$ cat config.mk
export PLATFORM = sky130hd
export DESIGN_NAME = best_match_comparator_flat
export DESIGN_NICKNAME = d
export VERILOG_FILES = /design/src/rtl/best_match_comparator_pkg.sv /design/src/rtl/best_match_comparator_if.sv /design/src/rtl/best_match_comparator_picker.sv /design/src/rtl/best_match_comparator.sv /design/src/flat_wrapper.sv
export SDC_FILE = /design/constraint.sdc
export NUM_CORES = 1
export LEC_CHECK = 0
export CAP_MARGIN = 20
export CORE_MARGIN = 5
export CORE_UTILIZATION = 45
export DETAILED_ROUTE_END_ITERATION = 7
export PLACE_DENSITY = 0.78
export REMOVE_ABC_BUFFERS = 1
export SYNTH_ARGS = -nofsm -noshare
export SYNTH_HDL_FRONTEND = slang
export SYNTH_SLANG_ARGS = --single-unit
export TNS_END_PERCENT = 20
$ cat constraint.sdc
create_clock -name clock -period 8.1 [get_ports clock]
set_clock_uncertainty 0.05 [all_clocks]
set_input_delay 1.215 -clock clock [delete_from_list [all_inputs] [get_ports clock]]
set_output_delay 1.215 -clock clock [all_outputs]
set_load 0.005 [all_outputs]
$ cat src/rtl/best_match_comparator_pkg.sv
// Shared types and sizing for the motion-estimation best-match stage.
package me_pkg;

  localparam int NUM_PE     = 16;
  localparam int DIST_W     = 16;
  localparam int NUM_CAND   = 256;
  localparam int VEC_OFFSET = 7;
  localparam int CNT_W      = 9;
  localparam int IDX_W      = $clog2(NUM_PE);

  typedef enum logic [1:0] {IDLE, SEARCH, DONE} state_t;

  typedef logic [DIST_W-1:0] dist_t;
  typedef logic signed [3:0] vec_t;

  // PE index to horizontal vector: bias removed, wrapped to 4 bits.
  function automatic vec_t pe_to_vec(input logic [IDX_W-1:0] idx);
    return vec_t'(4'(idx) - 4'(VEC_OFFSET));
  endfunction

endpackage

$ cat src/rtl/best_match_comparator_if.sv
// Bus between the PE array/control side (master) and the comparator (slave).
interface best_match_comparator_if;
  import me_pkg::*;

  logic                     comp_start;
  logic [NUM_PE-1:0]        pe_ready;
  logic [NUM_PE*DIST_W-1:0] pe_dist;
  vec_t                     vector_y;
  dist_t                    best_dist;
  vec_t                     motion_x;
  vec_t                     motion_y;
  logic [CNT_W-1:0]         cand_count;
  logic                     done;

  modport master (
    output comp_start, pe_ready, pe_dist, vector_y,
    input  best_dist, motion_x, motion_y, cand_count, done
  );

  modport slave (
    input  comp_start, pe_ready, pe_dist, vector_y,
    output best_dist, motion_x, motion_y, cand_count, done
  );

endinterface

$ cat src/rtl/best_match_comparator_picker.sv
// Combinational priority encoder: finds the lowest set bit of a mask and
// returns the mask with that bit removed.
module lowest_set_picker #(
  parameter  int N  = 16,
  localparam int IW = $clog2(N)
) (
  input  logic [N-1:0]  i_mask,
  output logic [IW-1:0] o_index,
  output logic          o_valid,
  output logic [N-1:0]  o_rest
);

  // Scan from the top down so the lowest set bit is the last one written.
  always_comb begin
    o_index = '0;
    for (int i = N - 1; i >= 0; i--) begin
      if (i_mask[i]) o_index = IW'(i);
    end
  end

  assign o_valid = |i_mask;
  // Classic clear-lowest-set-bit trick.
  assign o_rest  = i_mask & (i_mask - N'(1));

endmodule

$ cat src/rtl/best_match_comparator.sv
// Tracks the minimum PE distortion and its motion vector over one search
// window, serialising simultaneous PE results through a pending mask.
module best_match_comparator
  import me_pkg::*;
(
  input logic                      clock,
  input logic                      reset_n,
  best_match_comparator_if.slave   bus
);

  state_t            r_state;
  logic              r_start_prev;
  dist_t             r_best_dist;
  vec_t              r_motion_x;
  vec_t              r_motion_y;
  logic [CNT_W-1:0]  r_cand_count;
  logic              r_done;
  logic [NUM_PE-1:0] r_pending;
  vec_t              r_ypend [NUM_PE];

  dist_t             w_dist [NUM_PE];
  logic [NUM_PE-1:0] w_work;
  logic [NUM_PE-1:0] w_rest;
  logic [IDX_W-1:0]  w_idx;
  logic              w_valid;
  vec_t              w_row;
  dist_t             w_cand_dist;
  logic              w_start_rise;

  // Unpack the flat distortion bus into one word per PE.
  for (genvar gi = 0; gi < NUM_PE; gi++) begin : g_dist
    assign w_dist[gi] = bus.pe_dist[gi*DIST_W +: DIST_W];
  end

  assign w_work       = r_pending | bus.pe_ready;
  assign w_start_rise = bus.comp_start & ~r_start_prev;

  lowest_set_picker #(.N(NUM_PE)) u_picker (
    .i_mask  (w_work),
    .o_index (w_idx),
    .o_valid (w_valid),
    .o_rest  (w_rest)
  );

  // A candidate arriving this cycle uses the live row; a deferred one uses
  // the row captured when it first arrived.
  assign w_row       = bus.pe_ready[w_idx] ? bus.vector_y : r_ypend[w_idx];
  assign w_cand_dist = w_dist[w_idx];

  // Capture the row vector for every PE that reports this cycle.
  always_ff @(posedge clock) begin
    for (int i = 0; i < NUM_PE; i++) begin
      if (!reset_n)             r_ypend[i] <= '0;
      else if (bus.pe_ready[i]) r_ypend[i] <= bus.vector_y;
    end
  end

  // Search FSM with the compare/update datapath and registered outputs.
  always_ff @(posedge clock) begin
    if (!reset_n) begin
      r_state      <= IDLE;
      r_start_prev <= 1'b0;
      r_best_dist  <= '1;
      r_motion_x   <= '0;
      r_motion_y   <= '0;
      r_cand_count <= '0;
      r_done       <= 1'b0;
      r_pending    <= '0;
    end else begin
      r_start_prev <= bus.comp_start;
      case (r_state)
        IDLE: begin
          if (w_start_rise) begin
            r_state      <= SEARCH;
            r_best_dist  <= '1;
            r_cand_count <= '0;
            r_pending    <= '0;
            r_done       <= 1'b0;
          end
        end
        SEARCH: begin
          if (!bus.comp_start) begin
            // Abort: keep partial results, drop anything still queued.
            r_state   <= IDLE;
            r_pending <= '0;
          end else if (r_cand_count == CNT_W'(NUM_CAND)) begin
            // Window complete; late ready bits are discarded.
            r_state   <= DONE;
            r_done    <= 1'b1;
            r_pending <= '0;
          end else begin
            r_pending <= w_rest;
            if (w_valid) begin
              r_cand_count <= r_cand_count + CNT_W'(1);
              // Strict less-than so ties keep the earlier candidate.
              if (w_cand_dist < r_best_dist) begin
                r_best_dist <= w_cand_dist;
                r_motion_x  <= pe_to_vec(w_idx);
                r_motion_y  <= w_row;
              end
            end
          end
        end
        DONE: begin
          if (!bus.comp_start) begin
            r_state <= IDLE;
            r_done  <= 1'b0;
          end
        end
        default: r_state <= IDLE;
      endcase
    end
  end

  assign bus.best_dist  = r_best_dist;
  assign bus.motion_x   = r_motion_x;
  assign bus.motion_y   = r_motion_y;
  assign bus.cand_count = r_cand_count;
  assign bus.done       = r_done;

endmodule

$ cat src/flat_wrapper.sv
// flat-port wrapper written by rule: the top's interface ports become plain ports
module best_match_comparator_flat import me_pkg::*;
  (clock, reset_n, bus_comp_start, bus_pe_ready, bus_pe_dist, bus_vector_y, bus_best_dist, bus_motion_x, bus_motion_y, bus_cand_count, bus_done);
  best_match_comparator_if bus_i ();
  input logic clock;
  input logic reset_n;
  input wire logic [$bits(bus_i.comp_start)-1:0] bus_comp_start;
  input wire logic [$bits(bus_i.pe_ready)-1:0] bus_pe_ready;
  input wire logic [$bits(bus_i.pe_dist)-1:0] bus_pe_dist;
  input wire logic [$bits(bus_i.vector_y)-1:0] bus_vector_y;
  output wire logic [$bits(bus_i.best_dist)-1:0] bus_best_dist;
  output wire logic [$bits(bus_i.motion_x)-1:0] bus_motion_x;
  output wire logic [$bits(bus_i.motion_y)-1:0] bus_motion_y;
  output wire logic [$bits(bus_i.cand_count)-1:0] bus_cand_count;
  output wire logic [$bits(bus_i.done)-1:0] bus_done;
  assign bus_i.comp_start = bus_comp_start;
  assign bus_i.pe_ready = bus_pe_ready;
  assign bus_i.pe_dist = bus_pe_dist;
  assign bus_i.vector_y = bus_vector_y;
  assign bus_best_dist = bus_i.best_dist;
  assign bus_motion_x = bus_i.motion_x;
  assign bus_motion_y = bus_i.motion_y;
  assign bus_cand_count = bus_i.cand_count;
  assign bus_done = bus_i.done;
  best_match_comparator u_core (.clock(clock), .reset_n(reset_n), .bus(bus_i));
endmodule
; After elaboration in Yosys (flattened, before gate mapping)
; Memory sizes are Yosys's and may differ from the RTL's.
; Cells that the tools add are included.
[totals]
ff_bits = 53
latch_bits = 0
ramBits = 64
mem_bits_ro = 0
input_bits = 279
out_inout_bits = 34
wordCells = 170
memories = 1
[op_classes]
addsub = 3
multipliers = 0
div_mod_pow = 0
magnitude_cmp = 3
eq_ne = 11
n_shift = 0
mux = 112
bitwise = 22
reduce_logical = 10
[mem_list]
columns = name, depth, word_bits, rd, rd_ports_with_merged_regs, write_ports, line
row1 = u_core.r_ypend, 16, 4, 1, 0, 16, best_match_comparator.sv:19  ; vec_t r_ypend [NUM_PE];
[op_table]
columns = operator, n
row1 = 2-to-1 mux 16 bit, 10
row2 = 2-to-1 mux 4 bit, 33
row3 = binary-select mux 16 bit (select 4 bit), 1
row4 = one-hot mux 16 bit (2 select lines), 2
row5 = 2-to-1 mux 1 bit, 54
row6 = 2-to-1 mux 9 bit, 4
row7 = one-hot mux 9 bit (2 select lines), 1
row8 = AND 16 bit, 1
row9 = less-than comparator 16 bit, 1
row10 = OR 1 bit, 16
row11 = OR 16 bit, 1
row12 = OR reduction 16 bit, 1
row13 = subtractor 16 x 1 -> 16 bit (second input constant), 1
row14 = AND reduction 5 bit, 3
row15 = adder 9 x 1 -> 9 bit (second input constant), 1
row16 = == test 9 bit (second input constant), 1
row17 = 2-to-1 mux 2 bit, 4
row18 = != test 2 bit (second input constant), 4
row19 = != test 2 x 1 -> 1 bit (second input constant), 3
row20 = one-hot mux 2 bit (3 select lines), 1
row21 = AND reduction 6 bit, 1
row22 = greater-or-equal comparator 5 bit (second input constant), 1
row23 = less-than comparator 4 x 5 -> 1 bit (second input constant), 1
row24 = inverter 4 -> 5 bit, 1
row25 = other kinds (13), 14

; Depth between registers and ports, before layout
; Gate-level depths: netlist of the first run.
[depth]
depth_word = 27
depth_mapped = 25
ltp_nobuf = 19

; Modules after synthesis
; Synthesis of the first run repeated with hierarchy kept, for this count alone.
[hier_totals]
cells_unflattened = 670
area_unflattened_um2 = 8140.3
[by_module_without_submodules]
columns = mod, instances, cells_per_inst, area_per_inst_um2, seq_area_each_um2
row1 = best_match_comparator, 1, 616, 7817.5, 2982.9
row2 = lowest_set_picker, 1, 54, 322.8, 0.0

; Worst setup path after synthesis of the first run
; Ideal clock, no wire load.
[synth_path]
path_kind = input -> register
start = input port bus_pe_ready[14]
end = register u_core.r_best_dist[0], in the netlist u_core.bus.best_dist[0]
setup_ns = 0.072
arrival_ns = 6.003
required_ns = 7.978
path_slack_ns = 1.976
stages = 24
path_buffers = 6
path_cell_list = clkbuf_1 > o311a_1 > o41ai_2 > a21boi_2 > inv_1 > buf_2 > buf_2 > mux4_2 > a22oi_1 > nand2_1 > ha_1 > a21o_1 > a21o_1 > a21oi_1 > nor2_1 > or3_1 > nor4_1 > nor3b_1 > or3_1 > buf_6 > nand2b_4 > buf_6 > buf_6 > mux2i_1
[synth_between]
elab_chain_cells = 25
elab_cells_between_ends = 30
cone_classes = 1 x order compare / 2 x eq/ne / 23 x mux / 2 x bitwise / 2 x reduce/logical
[synth_lines]
columns = item, line
row1 = "start, declared", flat_wrapper.sv:8  ; input wire logic [$bits(bus_i.pe_ready)-1:0] bus_pe_ready;
row2 = OR 16 bit (*), best_match_comparator.sv:35  ; assign w_work = r_pending | bus.pe_ready;
row3 = branches (longest 24 deep; another with 2-to-1 mux 4 bit), -
row4 = "end signal, assigned", best_match_comparator.sv:97  ; r_best_dist <= w_cand_dist;
row5 = "end, declared", best_match_comparator.sv:13  ; dist_t r_best_dist;
; Mark *: on every way between the ends. The select of a mux whose other input is x is not followed.
; A chain may end at the register's enable or synchronous reset.

; Final worst setup path of the first run
[layout_path]
start = input port bus_pe_ready[15]
end = register u_core.r_best_dist[11], in the netlist u_core.bus.best_dist[11]
[layout_between]
elab_chain_cells = 26
elab_cells_between_ends = 31
cone_classes = 1 x order compare / 2 x eq/ne / 24 x mux / 2 x bitwise / 2 x reduce/logical
[layout_lines]
columns = item, line
row1 = OR 16 bit (*), best_match_comparator.sv:35
row2 = branches (longest 25 deep; another with 2-to-1 mux 4 bit), -
; Marked as above.

==> summary.txt, run 1 <==
Run status
  • Status: finished, final reports clean

Global routing
  • Grt peak-use layer: met2
  • Total gr overflow: 0
  • Met1 Resource Use GR: 0.378
  • First-pass GRT wire length: 45,500 um
  • Number of antenna violations at the first check in global routing: 3
  • Met2 Track Usage GR: 0.489
  • Grt met3 use: 0.0752
  • GRT Total Usage: 0.297
  • Largest net degree at the start of global routing: 51
  • Vias in the first global route: approximately 7,700

Clocking
  • H-tree levels: 4
  • CTS tree: done
  • Post-CTS Hold Fix Bufs: 0
  • Clk pin slew, worst setup/hold paths: ~0.050 ns
  • Post-CTS setup buffers: 0
  • CTS Buf Count: 17
  • Post-cts sizing count: 0
  • Max clock buf depth: 2
  • Clock sinks: about 120
  • Worst skew pair latency: between 0.4 and 0.5 ns
  • Clk Tree Root Cell: clkbuf_16

Setup path
  • Required time worst endpoint: about 8.4 ns
  • Crit-path slowest cell: clkdlybuf4s50_1
  • Setup crit start kind: input pin
  • Worst path arrival time: ~7.3 ns
  • Critical Path Max Stage Delay: 0.60 ns
  • CP Class: in -> reg
  • Critical path cell sequence: clkdlybuf4s50_1 > nor2_1 > o311a_1 > o41ai_2 > a21boi_4 > inv_4 > buf_4 > mux4_2 > a22oi_1 > nand2_1 > ha_1 > a21o_1 > a21oi_1 > nor2_1 > or3_1 > nor4_1 > nor3b_1 > or3_1 > nand2b_4 > mux2i_1
  • Crit. End Element: flop
  • CP max FO: 33

Yosys
  • Leading area contributor after synthesis: edfxtp_1
  • Ys flop type: edfxtp_1
  • Post-synth top area share: 0.240
  • Mapped Area: between 8000 and 9000 um^2
  • Largest cells by area after synthesis: edfxtp_1 (24%), mux4_2 (22%), dfxtp_1 (13%)
  • Ys Warns: 0
  • Synth cell count leaders: nor2_1 (86), mux4_2 (77), and3_1 (69), edfxtp_1 (64), dfxtp_1 (52)
  • Yosys reg bits: about 120
  • EDFF count, synth: between 60 and 70
  • Synth unique cells: between 60 and 70
  • Mapped Avg Cell Area: 10.9 um^2
  • Post-Syn Instances: 735
  • Sequential area share after synthesis: 0.370
  • Count leader, synth: nor2_1
  • Synth async-reset ratio: 0

Die
  • Cell row count: 48
  • DIE WIDTH: approximately 140 um
  • Core area: roughly 17,000 um^2
  • Initial core utilization: 0.462
  • Die outline height: roughly 140 um
  • Die ar.: 20,600 um^2
  • Top-Level Pins: between 300 and 400

STA
  • Final hold viol count: 0
  • Worst-Margin Slew: a little over 0.9 ns
  • Tcrit/Tclk final: 0.861
  • Tmin final: roughly 7 ns
  • Highest Clock Rate: roughly 0.14 GHz
  • RSZ-0062 raised after global routing: false
  • WHS: about 0.45 ns
  • Slew Limit Fails: 0
  • Setup-failing EPs final: 0
  • Setup TNS: 0 ns
  • Max_slew headroom: 0.394

Power and ir drop
  • Seq pwr share: 0.351
  • NetSw: approximately 480 uW
  • Power, Total: just under 2 mW
  • Leak: 4.71 nW
  • Pwr per Cell Area: approximately 160 nW/um^2
  • Pint: about 1.5 mW
  • Maximum vdd drop: about 0.14 mV
  • Clock share of power: 0.414
  • Combinational power share: 0.235
  • Sw Ratio: 0.247

Detailed routing
  • Via density: between 5 and 6
  • 1st-iter DRT viols: 732
  • Wire length per cell: approximately 25 um
  • Final Routed Wirelength: ~31,000 um
  • Vias: roughly 7,600
  • Post-DRT Antenna Nets: 0
  • # DRC: 0
  • DRT Pass-1 Iters: 5

Layout
  • Fin area: ~12,000 um^2
  • Share of cells above drive strength 1: 0.150
  • Area delta synth->final: 48.9%
  • Nets: about 1,300
  • Final Util: 0.687
  • ANT cells: 0

Hold path
  • HP Class: reg -> reg

Place
  • IO buf count: roughly 310
  • Detail Placement HPWL: 24,900 um
  • GPL Wtd Cong: 0.918
  • Placed Area: ~11,000 um^2

Flow run
  • Max capacitance violation total: 0
critical path: cells and delay by family:
family	cells	cell delay (ns)
adders and majority gates	1	0.31
AOI/OAI and AO/OA	6	1.45
muxes	2	0.78
buffers and inverters	3	1.45
and+or+nand+nor	8	1.98
placed cells by master (no fill, tap or decap), types with 5 or more instances in the layout:
cell type	instances
clkdlybuf4s50_1	311
nor2_1	84
mux4_2	77
and3_1	69
edfxtp_1	64
dfxtp_1	52
nand2_1	44
a22oi_1	39
a21oi_1	32
mux2i_1	21
inv_1	20
o21ai_0	19
ha_1	18
nand2b_1	17
clkbuf_16	17
buf_4	15
nor3_1	14
nand3_1	11
nor2b_1	6
a21o_1	6
xor2_1	6
o31ai_1	5
or4_4	5
a211oi_1	5
layer usage:
| layer | wire (um) | part of all wire | up-vias |
|---|---|---|---|
| met2 | 15300 | 0.49 | 427 |
| met1 | 11900 | 0.38 | 3629 |
| li1 | - | - | 3438 |
| met3 | 3090 | 0.098 | 67 |
| met5 | 13 | 0.00041 | - |
| met4 | 1120 | 0.035 | 2 |
path summary, 6_finish.rpt:
check | cells past startpoint | end | startpoint | slack [ns]
setup / recovery | 20 | u_core.bus.best_dist[11]$_SDFFE_PN1P_ | bus_pe_ready[15] | 1.13
hold / removal | 2 | u_core.r_pending[6]$_SDFFE_PN0P_ | u_core.r_pending[6]$_SDFFE_PN0P_ | 0.45
setup reg to reg | 19 | u_core.bus.best_dist[11]$_SDFFE_PN1P_ | u_core.r_pending[15]$_SDFFE_PN0P_ | 2.22
hold reg to reg | 2 | u_core.r_pending[6]$_SDFFE_PN0P_ | u_core.r_pending[6]$_SDFFE_PN0P_ | 0.45
cell type report:
class | instances | area (um^2)
Timing Repair Buffer | 328 | 3250
Sequential cell | 116 | 2960
Clock inverter | 13 | 181
Clock buffer | 19 | 453
Multi-Input combinational cell | 541 | 4720
Inverter | 22 | 86.3
Fill cell | 1302 | 5430
Tap cell | 225 | 282
flip-flops by register name, summed over array words and instances, names as in the netlist:
register / count
u_core.bus.motion_x: 4
u_core.bus.cand_count: 9
u_core.r_ypend: 64
u_core.r_state: 2
u_core.r_pending: 15
u_core.bus.motion_y: 4
u_core.r_start_prev: 1
u_core.bus.best_dist: 16
u_core.bus.done: 1
through the flow:
stage               instances  setup WS [ns]
floorplan                 679         -0.572
global placement         1232          0.963
detailed placement       1232          0.742
CTS                      1264           1.11
global route             1264          0.537
finish                   1264           1.13
power by group through the flow:
stage / Combinational (mW) / Sequential (mW) / Clock [mW]
floorplan: 0.221 / 0.680 / 0
global placement: 0.442 / 0.687 / 0
detailed placement: 0.448 / 0.688 / 0
CTS: 0.451 / 0.677 / 0.805
global route: 0.483 / 0.680 / 0.834
finish: 0.453 / 0.677 / 0.798
cells by family (layout without fill, tap and decap cells):
group                    count (synthesis)  after routing  share of synthesized area
AND/OR/NAND/NOR                        284            284                      0.188
AO/OA/AOI/OAI                          131            131                      0.117
flip-flops                             116            116                      0.370
multiplexers                            99             99                      0.244
buffers and inverters                   78            382                     0.0433
adder cells (fa/ha/maj)                 18             18                     0.0281
XOR/XNOR                                 9              9                    0.00984
Note: power is estimated with default switching activity, not from simulation.
==> run 2, diff against run 1 <==
- SKIP_CTS_REPAIR_TIMING: not set -> 1
==> results of run 2 <==
No change in the layout: final DEF, timing and power equal those of run 1.
==> run 3, diff against run 2 <==
- HOLD_SLACK_MARGIN: not set -> 0.03
==> results of run 3 <==
No change in the layout: final DEF, timing and power equal those of run 1.
